--- src/rtl/shift_pkg.sv ---
// Shared types and constants for the multi-pass shift sequencer.
package shift_pkg;

    typedef enum logic [1:0] {
        IDLE  = 2'd0,
        SHIFT = 2'd1,
        DONE  = 2'd2
    } state_t;

    typedef enum logic {
        LEFT  = 1'b0,
        RIGHT = 1'b1
    } dir_t;

    localparam int STEP_MAX_DEF = 5;

endpackage

--- src/rtl/shifter.sv ---
// Single-pass 32-bit left barrel shifter used as the per-pass datapath.
module shifter (
    input  logic [31:0] d,
    input  logic [2:0]  amt,
    output logic [31:0] q
);

    assign q = d << amt;

endmodule

--- src/rtl/shift_sequencer.sv ---
// Iterative shifter: applies up to STEP_MAX bits per cycle until the
// requested amount is consumed, with valid/ready on both sides.
module shift_sequencer
    import shift_pkg::*;
#(
    parameter int STEP_MAX = STEP_MAX_DEF
) (
    input  logic        clk,
    input  logic        reset,
    input  logic        in_valid,
    output logic        in_ready,
    input  logic [31:0] in_data,
    input  logic [4:0]  in_amt,
    input  logic        in_dir,
    input  logic        in_arith,
    output logic        out_valid,
    input  logic        out_ready,
    output logic [31:0] out_data,
    output logic        busy
);

    state_t      state;
    logic [31:0] acc;
    logic [4:0]  rem;
    dir_t        dir;
    logic        arith;
    logic        sign;

    logic [2:0]  step;
    logic [31:0] src;
    logic [31:0] shl;
    logic [31:0] fill;
    logic [31:0] nxt;

    function automatic logic [31:0] rev32(input logic [31:0] v);
        logic [31:0] r;
        for (int i = 0; i < 32; i++) begin
            r[i] = v[31-i];
        end
        return r;
    endfunction

    always_comb begin
        step = 3'(STEP_MAX);
        if (rem < 5'(STEP_MAX)) begin
            step = rem[2:0];
        end
    end

    // Right shifts reuse the left shifter by mirroring in and out.
    assign src  = (dir == RIGHT) ? rev32(acc) : acc;
    assign fill = ~(32'hFFFF_FFFF >> step);

    shifter u_shifter (
        .d   (src),
        .amt (step),
        .q   (shl)
    );

    always_comb begin
        nxt = shl;
        if (dir == RIGHT) begin
            nxt = rev32(shl);
            if (arith && sign) begin
                nxt = nxt | fill;
            end
        end
    end

    always_ff @(posedge clk) begin
        if (reset) begin
            state <= IDLE;
            acc   <= '0;
            rem   <= '0;
            dir   <= LEFT;
            arith <= 1'b0;
            sign  <= 1'b0;
        end else begin
            unique case (state)
                IDLE: begin
                    if (in_valid) begin
                        acc   <= in_data;
                        rem   <= in_amt;
                        dir   <= dir_t'(in_dir);
                        arith <= in_arith;
                        sign  <= in_data[31];
                        state <= (in_amt == 5'd0) ? DONE : SHIFT;
                    end
                end
                SHIFT: begin
                    acc <= nxt;
                    rem <= rem - 5'(step);
                    if (rem == 5'(step)) begin
                        state <= DONE;
                    end
                end
                DONE: begin
                    if (out_ready) begin
                        state <= IDLE;
                    end
                end
                default: state <= IDLE;
            endcase
        end
    end

    assign in_ready  = (state == IDLE);
    assign out_valid = (state == DONE);
    assign busy      = (state != IDLE);
    assign out_data  = acc;

endmodule

--- config.mk ---
export PLATFORM = sky130hd
export DESIGN_NAME = shift_sequencer
export DESIGN_NICKNAME = d
export VERILOG_FILES = /design/src/rtl/shift_pkg.sv /design/src/rtl/shifter.sv /design/src/rtl/shift_sequencer.sv
export SDC_FILE = /design/constraint.sdc
export NUM_CORES = 1
export LEC_CHECK = 0
export BUFFER_PORTS_ARGS = -buffer_cell sky130_fd_sc_hd__buf_2
export CAP_MARGIN = 0
export CELL_PAD_IN_SITES_DETAIL_PLACEMENT = 2
export CELL_PAD_IN_SITES_GLOBAL_PLACEMENT = 2
export CORE_MARGIN = 4
export CORE_UTILIZATION = 25
export CTS_CLUSTER_DIAMETER = 100
export DETAILED_ROUTE_END_ITERATION = 8
export PLACE_DENSITY = 0.68
export SLEW_MARGIN = 20
export SYNTH_ARGS = -nofsm -noshare
export SYNTH_HDL_FRONTEND = slang
export SYNTH_SLANG_ARGS = --single-unit
--- constraint.sdc ---
create_clock -name clk -period 4.9 [get_ports clk]
set_input_delay 0.49 -clock clk [delete_from_list [all_inputs] [get_ports clk]]
set_output_delay 0.49 -clock clk [all_outputs]
set_load 0.1 [all_outputs]
==> reports/metrics.yaml, run 1 <==
run_status: "finished clean"
period_minus_slack_ns: 3.51
synth.top_cell.area_share_pct: 19.1
initial_core_util_pct: 25.4
min_period_over_period_pct: 71.5
global_route_wire_length_before_repair_um: 30600
ctsRootBufferMaster: "clkbuf_16"
max_capacitance_violation_total: 0
grt_pass1_vias: 4928
clock_tree_from_tritoncts: "done"
clk_transition_reported_paths_ns: 0.07
row_cnt: 48
die_height_um: 141
worst_setup_path_end_kind: "register"
grt.overflow.total: 0
ys_ff_latch: 42
design_area_mm2: 0.00507
clock_path_buffers: 2
reg2reg_slack_ns: 1.39
path_max_fanout: 32
clock_sink_count: 42
r2r.worst_path.cells: 7
report.final.slew_viol_count: 0
max_slew_margin_pct: 26.6
synth-async-reset-ratio_pct: 0
design.die.area_mm2: 0.0198
placement.cell_area_mm2: 0.00492
pin_count_of_the_biggest_net_entering_global_routing: 46
floorplan_core_area_mm2: 0.0173
hpwl_um: 14600
area.growth.synth_to_final_pct: 15.2
cts.hold.buffers_added: 0
final_net_count: 600
finalSetupTns_ns: 0
yosys.cell_types.count: 60
die_width_um: 141
synthesis.area_mm2: 0.00440
final_common_cell: "buf_2"
worstHoldPathType: "primary input to register"
power.density_cell_area_mw_per_mm2: 545
wl_per_cell_um: 25.6
drt_wl_total_um: 20000
post-synth-top-area-cell: "dfxtp_1"
ios: 78
setup-violations-final: 0
criticalPathCategory: "register to register"
critPathArrivalTime_ns: 3.65
crit-reg2reg-capture: "out_data[2]"
antenna_cells: 0
cts-buffers-inserted: 5
timing_worst_slew_pin_value_ns: 1.10
post_cts.repair.setup_buffers: 0
holdPathEnd: "arith"
post_cts_resized: 0
syn-instance-count: 507
synthesis.yosys.warnings: 0
r2r_start: "rem[1]"
routed-via-count: 4719
peakVddDrop_mv: 0.202
port_buffers: 77
synth.yosys.seq_area_share_pct: 19.1
groute.usage.overall_pct: 19.7
routed_via_density: 6.04
cp_data_required_time_ns: 5.04
synth_enable_flop_cells: 0
layout-drive-gt1-share_pct: 28.8
globalplace.congestion: 0.902
detailed_routing_iteration_count_for_the_pre_antenna_repair_pass: 5
hold_path.startpoint: "in_arith"
hold_viol: 0
deepest_level_of_the_cts_h_tree: 2
achievable-frequency_ghz: 0.285
antenna_violations_before_repair: 0
rsz0062_at_grt: "no"
ys_dominant_reg_cell: "dfxtp_1"
synthesis.nets: 552
yosys-top-cells-area: "dfxtp_1, mux2i_1, mux4_2, mux2_2, a21oi_1"
final_cell_mix: "buf_2, mux2i_1, nor2_1"
launching_element_type_of_the_critical_path: "register"
drt_initial_violations: 387
clock-skew-final_ns: 0.00726
detail-route-antenna-nets: 0
total_leakage_power_nw: 2.00
hold_depth: 3
drc_errors: 0
post_synth.cell_area_avg_um2: 8.68
insertion_delay_ns: 0.30
==> layout make-up <==
cell class                      instances  area, um^2
Fill cell                            2026       12200
Multi-Input combinational cell        411        3310
Sequential cell                        42         842
Timing Repair Buffer                   88         468
Tap cell                              225         282
Clock buffer                            7         143
Inverter                                7        26.3
Clock inverter                          1        5.00
==> sequential cells by signal, indices dropped and copies added (netlist names) <==
name / cells
state: 2
sign: 1
out_data: 32
rem: 5
dir: 1
arith: 1
==> worst max path at each step <==
stage                     startpoint            to  slack [ns]  cells past startpoint
after detailed placement      rem[1]   out_data[7]        1.45                      7
final                         rem[1]   out_data[2]        1.39                      7
after floorplan             state[0]      state[0]        1.45                      6
after global placement        rem[1]  out_data[10]        1.58                      7
after global routing          rem[1]   out_data[7]        1.18                      7
after CTS                     rem[1]   out_data[7]        1.41                      7
==> cell families (layout without fill, tap and decap cells) <==
logic type               after synthesis  after routing  share of synthesized area [%]
AO/OA/AOI/OAI                        164            164                           26.1
adder cells (fa/ha/maj)                2              2                          0.568
buffers and inverters                 54            103                           5.97
flip-flops                            42             42                           19.1
multiplexers                         112            112                           33.7
AND/OR/NAND/NOR                      133            133                           14.5
==> cells in the mapped netlist (4+ instances only) <==
cell type / number
buf_4: 5
clkbuf_1: 27
buf_6: 4
a221o_1: 4
o22ai_1: 10
mux2_2: 34
mux2i_1: 53
a221oi_1: 6
a211o_1: 6
o211ai_1: 13
nand3_1: 7
mux4_2: 19
mux4_1: 5
nand2_1: 38
buf_2: 9
o21ai_0: 16
a21o_1: 10
and3_1: 6
o21bai_1: 5
nor2b_1: 5
o221ai_1: 4
or2_2: 4
nand2b_1: 8
a21oi_1: 43
dfxtp_1: 42
nor2_1: 48
a211oi_1: 8
a31oi_1: 6
inv_1: 6
a22oi_1: 5
a311oi_1: 9
==> routing by layer <==
metal	wire, um	global-route usage (%)	vias up	part of all wire, %
li1	-	-	2068	-
met1	9030	27.2	2422	45
met2	9450	32.1	201	47
met3	1110	2.88	28	5.6
met4	393	5.25	0	2.0
met5	0	0	-	0
==> per-stage QoR <==
step                cells  hold WS [ns]  setup WS [ns]  utilization, %  power (mW)
detailed placement    773         0.460           1.45            28.4        2.37
floorplan             507         0.436           1.45               -        1.92
global route          781         0.456           1.18            29.3        2.90
finish                781         0.460           1.39            29.3        2.76
global placement      773         0.447           1.58            28.4        2.32
CTS                   781         0.454           1.41            29.3        2.75
==> report_power, final <==
group,total [mW],switching (mW),internal (mW)
combinational,1.83,1.26,0.577
clock,0.361,0.158,0.203
sequential,0.571,0.160,0.411
total,2.76,1.57,1.19
==> critical path, stage by stage, from the launching register on <==
cell       delay [ns]
dfxtp_1          0.46
buf_4            0.27
a2111oi_4        0.85
buf_4            0.54
mux4_1           0.65
or2_2            0.30
o211ai_1         0.14
o32ai_1          0.14
(Power assumes the default switching activity.)
==> inputs of run 2 (changes only) <==
- ABC_AREA: default -> 1
- PLACE_DENSITY: 0.68 -> 0.82
- clock period: 4.9 -> 3.1 ns (I/O delays scaled with it)
==> run 2 against run 1 <==
First-iteration DRC count decreased by 0.78%. Via count is 3.5% higher. Cell count rose by 11%. Hold slack lost 0.26 ns. Routed wire length decreased by 13%. Clock power grew 62%. Maximum frequency up 42%. Clock skew grew 0.0014 ns. Combinational power grew 68%. Synthesized cell count rose by 27%. Critical path type unchanged. Largest cell class unchanged. Largest power group unchanged.
==> reports/metrics.yaml, run 2 <==
critPathArrivalTime_ns: 2.70
synth.top_cell.area_share_pct: 25.4
holdPathEnd: "rem[4]"
hold_viol: 0
synth_enable_flop_cells: 0
port_buffers: 77
hold_depth: 2
post_cts_resized: 0
routed-via-count: 4885
routed_via_density: 5.62
yosysMostFrequentCell: "nand3_1"
criticalPathCategory: "register to register"
drc_errors: 0
multi_input_gate_area_in_the_final_layout_mm2: 0.00250
row_cnt: 44
yosys-top-cells-area: "nand3_1, dfxtp_1, o21ai_0, nand2_1, a21oi_1"
post_synth.cell_area_avg_um2: 5.81
syn-instance-count: 642
die_height_um: 130
critPathTopFamily: "simple AND/OR/NAND/NOR gates"
grt_pass1_vias: 5218
critical-path-slowest-cell: "dfxtp_1"
fillCellCount: 1792
globalplace.congestion: 0.852
launching_element_type_of_the_critical_path: "register"
worstHoldPathType: "primary input to register"
finalSetupTns_ns: 0
ctsRootBufferMaster: "clkbuf_16"
setup-violations-final: 0
cpPeakStageDelay_ns: 0.38
path_max_fanout: 32
layout-drive-gt1-share_pct: 15.8
min_period_over_period_pct: 79.6
ios: 78
cts.hold.buffers_added: 0
post_cts.repair.setup_buffers: 0
peakVddDrop_mv: 0.540
report.final.slew_viol_count: 0
yosys.cell_types.count: 32
post-synth-top-area-cell: "nand3_1"
design_area_mm2: 0.00432
grt.overflow.total: 0
clk_transition_reported_paths_ns: 0.08
synth_commonest_cells: "nand3_1, nand2_1, o21ai_0"
global_route_wire_length_before_repair_um: 28300
drt_initial_violations: 384
clock_tree_from_tritoncts: "done"
power.density_cell_area_mw_per_mm2: 1040
antenna_cells: 0
crit_chain: "nor2_8 > nand2_4 > nor2_8 > inv_2 > nand3_1 > nand3_1 > nand3_1 > nand3_1 > a21oi_1"
total_leakage_power_nw: 1.88
synthesis.nets: 687
hpwl_um: 12600
crit-reg2reg-capture: "out_data[9]"
worst_setup_path_end_kind: "register"
deepest_level_of_the_cts_h_tree: 2
timing_worst_slew_pin_value_ns: 0.717
synth.yosys.seq_area_share_pct: 22.6
r2r_start: "rem[3]"
reg2reg_slack_ns: 0.63
antenna_violations_before_repair: 0
ys_dominant_reg_cell: "dfxtp_1"
crit_path_frequent_cell: "nand3_1"
period_minus_slack_ns: 2.47
final_common_cell: "nand3_1"
clock_path_buffers: 2
wl_per_cell_um: 19.9
insertion_delay_ns: 0.30
rsz0062_at_grt: "no"
initial_core_util_pct: 25.6
final_cell_mix: "nand3_1, nand2_1, o21ai_0"
final_net_count: 729
largest_reg_flops: 32
power_total_mw: 4.47
placement.cell_area_mm2: 0.00416
clock-skew-final_ns: 0.00869
run_status: "finished clean"
floorplan_core_area_mm2: 0.0146
detail-route-antenna-nets: 0
ys_ff_latch: 42
drt_wl_total_um: 17300
synthesis.yosys.warnings: 0
design.die.area_mm2: 0.0169
max_slew_margin_pct: 52.1
hold_path.startpoint: "reset"
ff_latch_area_um2: 842
groute.usage.overall_pct: 20.8
pin_count_of_the_biggest_net_entering_global_routing: 70
clock_sink_count: 42
die_width_um: 130
cp_data_required_time_ns: 3.33
max_capacitance_violation_total: 0
synth-async-reset-ratio_pct: 0
detailed_routing_iteration_count_for_the_pre_antenna_repair_pass: 5
critical_path.n_buffers_inverters: 1
cts-buffers-inserted: 5
r2r.worst_path.cells: 9
achievable-frequency_ghz: 0.405
synthesis.area_mm2: 0.00373
area.growth.synth_to_final_pct: 15.8
-- run 2: cell count changes after synthesis, moves of 28 or more --
cell / delta
nand3_1: +182
nand2_1: +96
o21ai_0: +85
mux2i_1: -53
mux2_2: -34
nor2_1: -33
inv_1: +28
-- run 2: kinds of logic after synthesis --
kind of cell,synth area share (%)
xor+xnor,0.470
simple gates,44.0
buf+inv,10.5
flops,22.6
compound gates,21.9
fa+ha+maj,0.671
-- run 2: area by class of cell --
| type | count | share of cell area, % |
|---|---|---|
| Inverter | 37 | 3.22 |
| Sequential cell | 42 | 19.5 |
| Tap cell | 184 | 5.33 |
| Clock inverter | 3 | 0.666 |
| Timing Repair Buffer | 84 | 10.4 |
| Multi-Input combinational cell | 514 | 58.0 |
| Clock buffer | 5 | 2.90 |
-- run 2: how the worst max path moves through the flow --
| stage | startpoint | endpoint | slack, ns | cells after the start |
|---|---|---|---|---|
| global route | rem[3] | out_data[9] | 0.46 | 9 |
| global placement | rem[3] | out_data[9] | 0.84 | 9 |
| floorplan | state[0] | state[0] | 0.62 | 4 |
| finish | rem[3] | out_data[9] | 0.63 | 9 |
| CTS | rem[3] | out_data[9] | 0.67 | 9 |
| detailed placement | rem[3] | out_data[9] | 0.69 | 9 |
-- run 2: stage by stage --
stage / hold slack, ns / std cells / worst slack [ns] / util, %
final: 0.205 / 869 / 0.632 / 29.6
after global routing: 0.206 / 869 / 0.457 / 29.6
after CTS: 0.190 / 869 / 0.671 / 29.6
after detailed placement: 0.497 / 861 / 0.695 / 28.5
after global placement: 0.463 / 861 / 0.839 / 28.5
after floorplan: 0.379 / 642 / 0.615 / -
-- run 2: where the power goes --
| group | internal (mW) | switching, mW |
|---|---|---|
| Combinational | 0.676 | 2.40 |
| Sequential | 0.669 | 0.139 |
| Clock | 0.310 | 0.275 |
| Total | 1.65 | 2.82 |
-- run 2: routing by layer --
metal	track usage [%]	part of all wire (%)	vias up
met5	0	0	-
met4	5.38	1.6	0
met3	2.91	4.3	22
met2	33.7	47	134
met1	28.9	47	2429
li1	-	-	2300
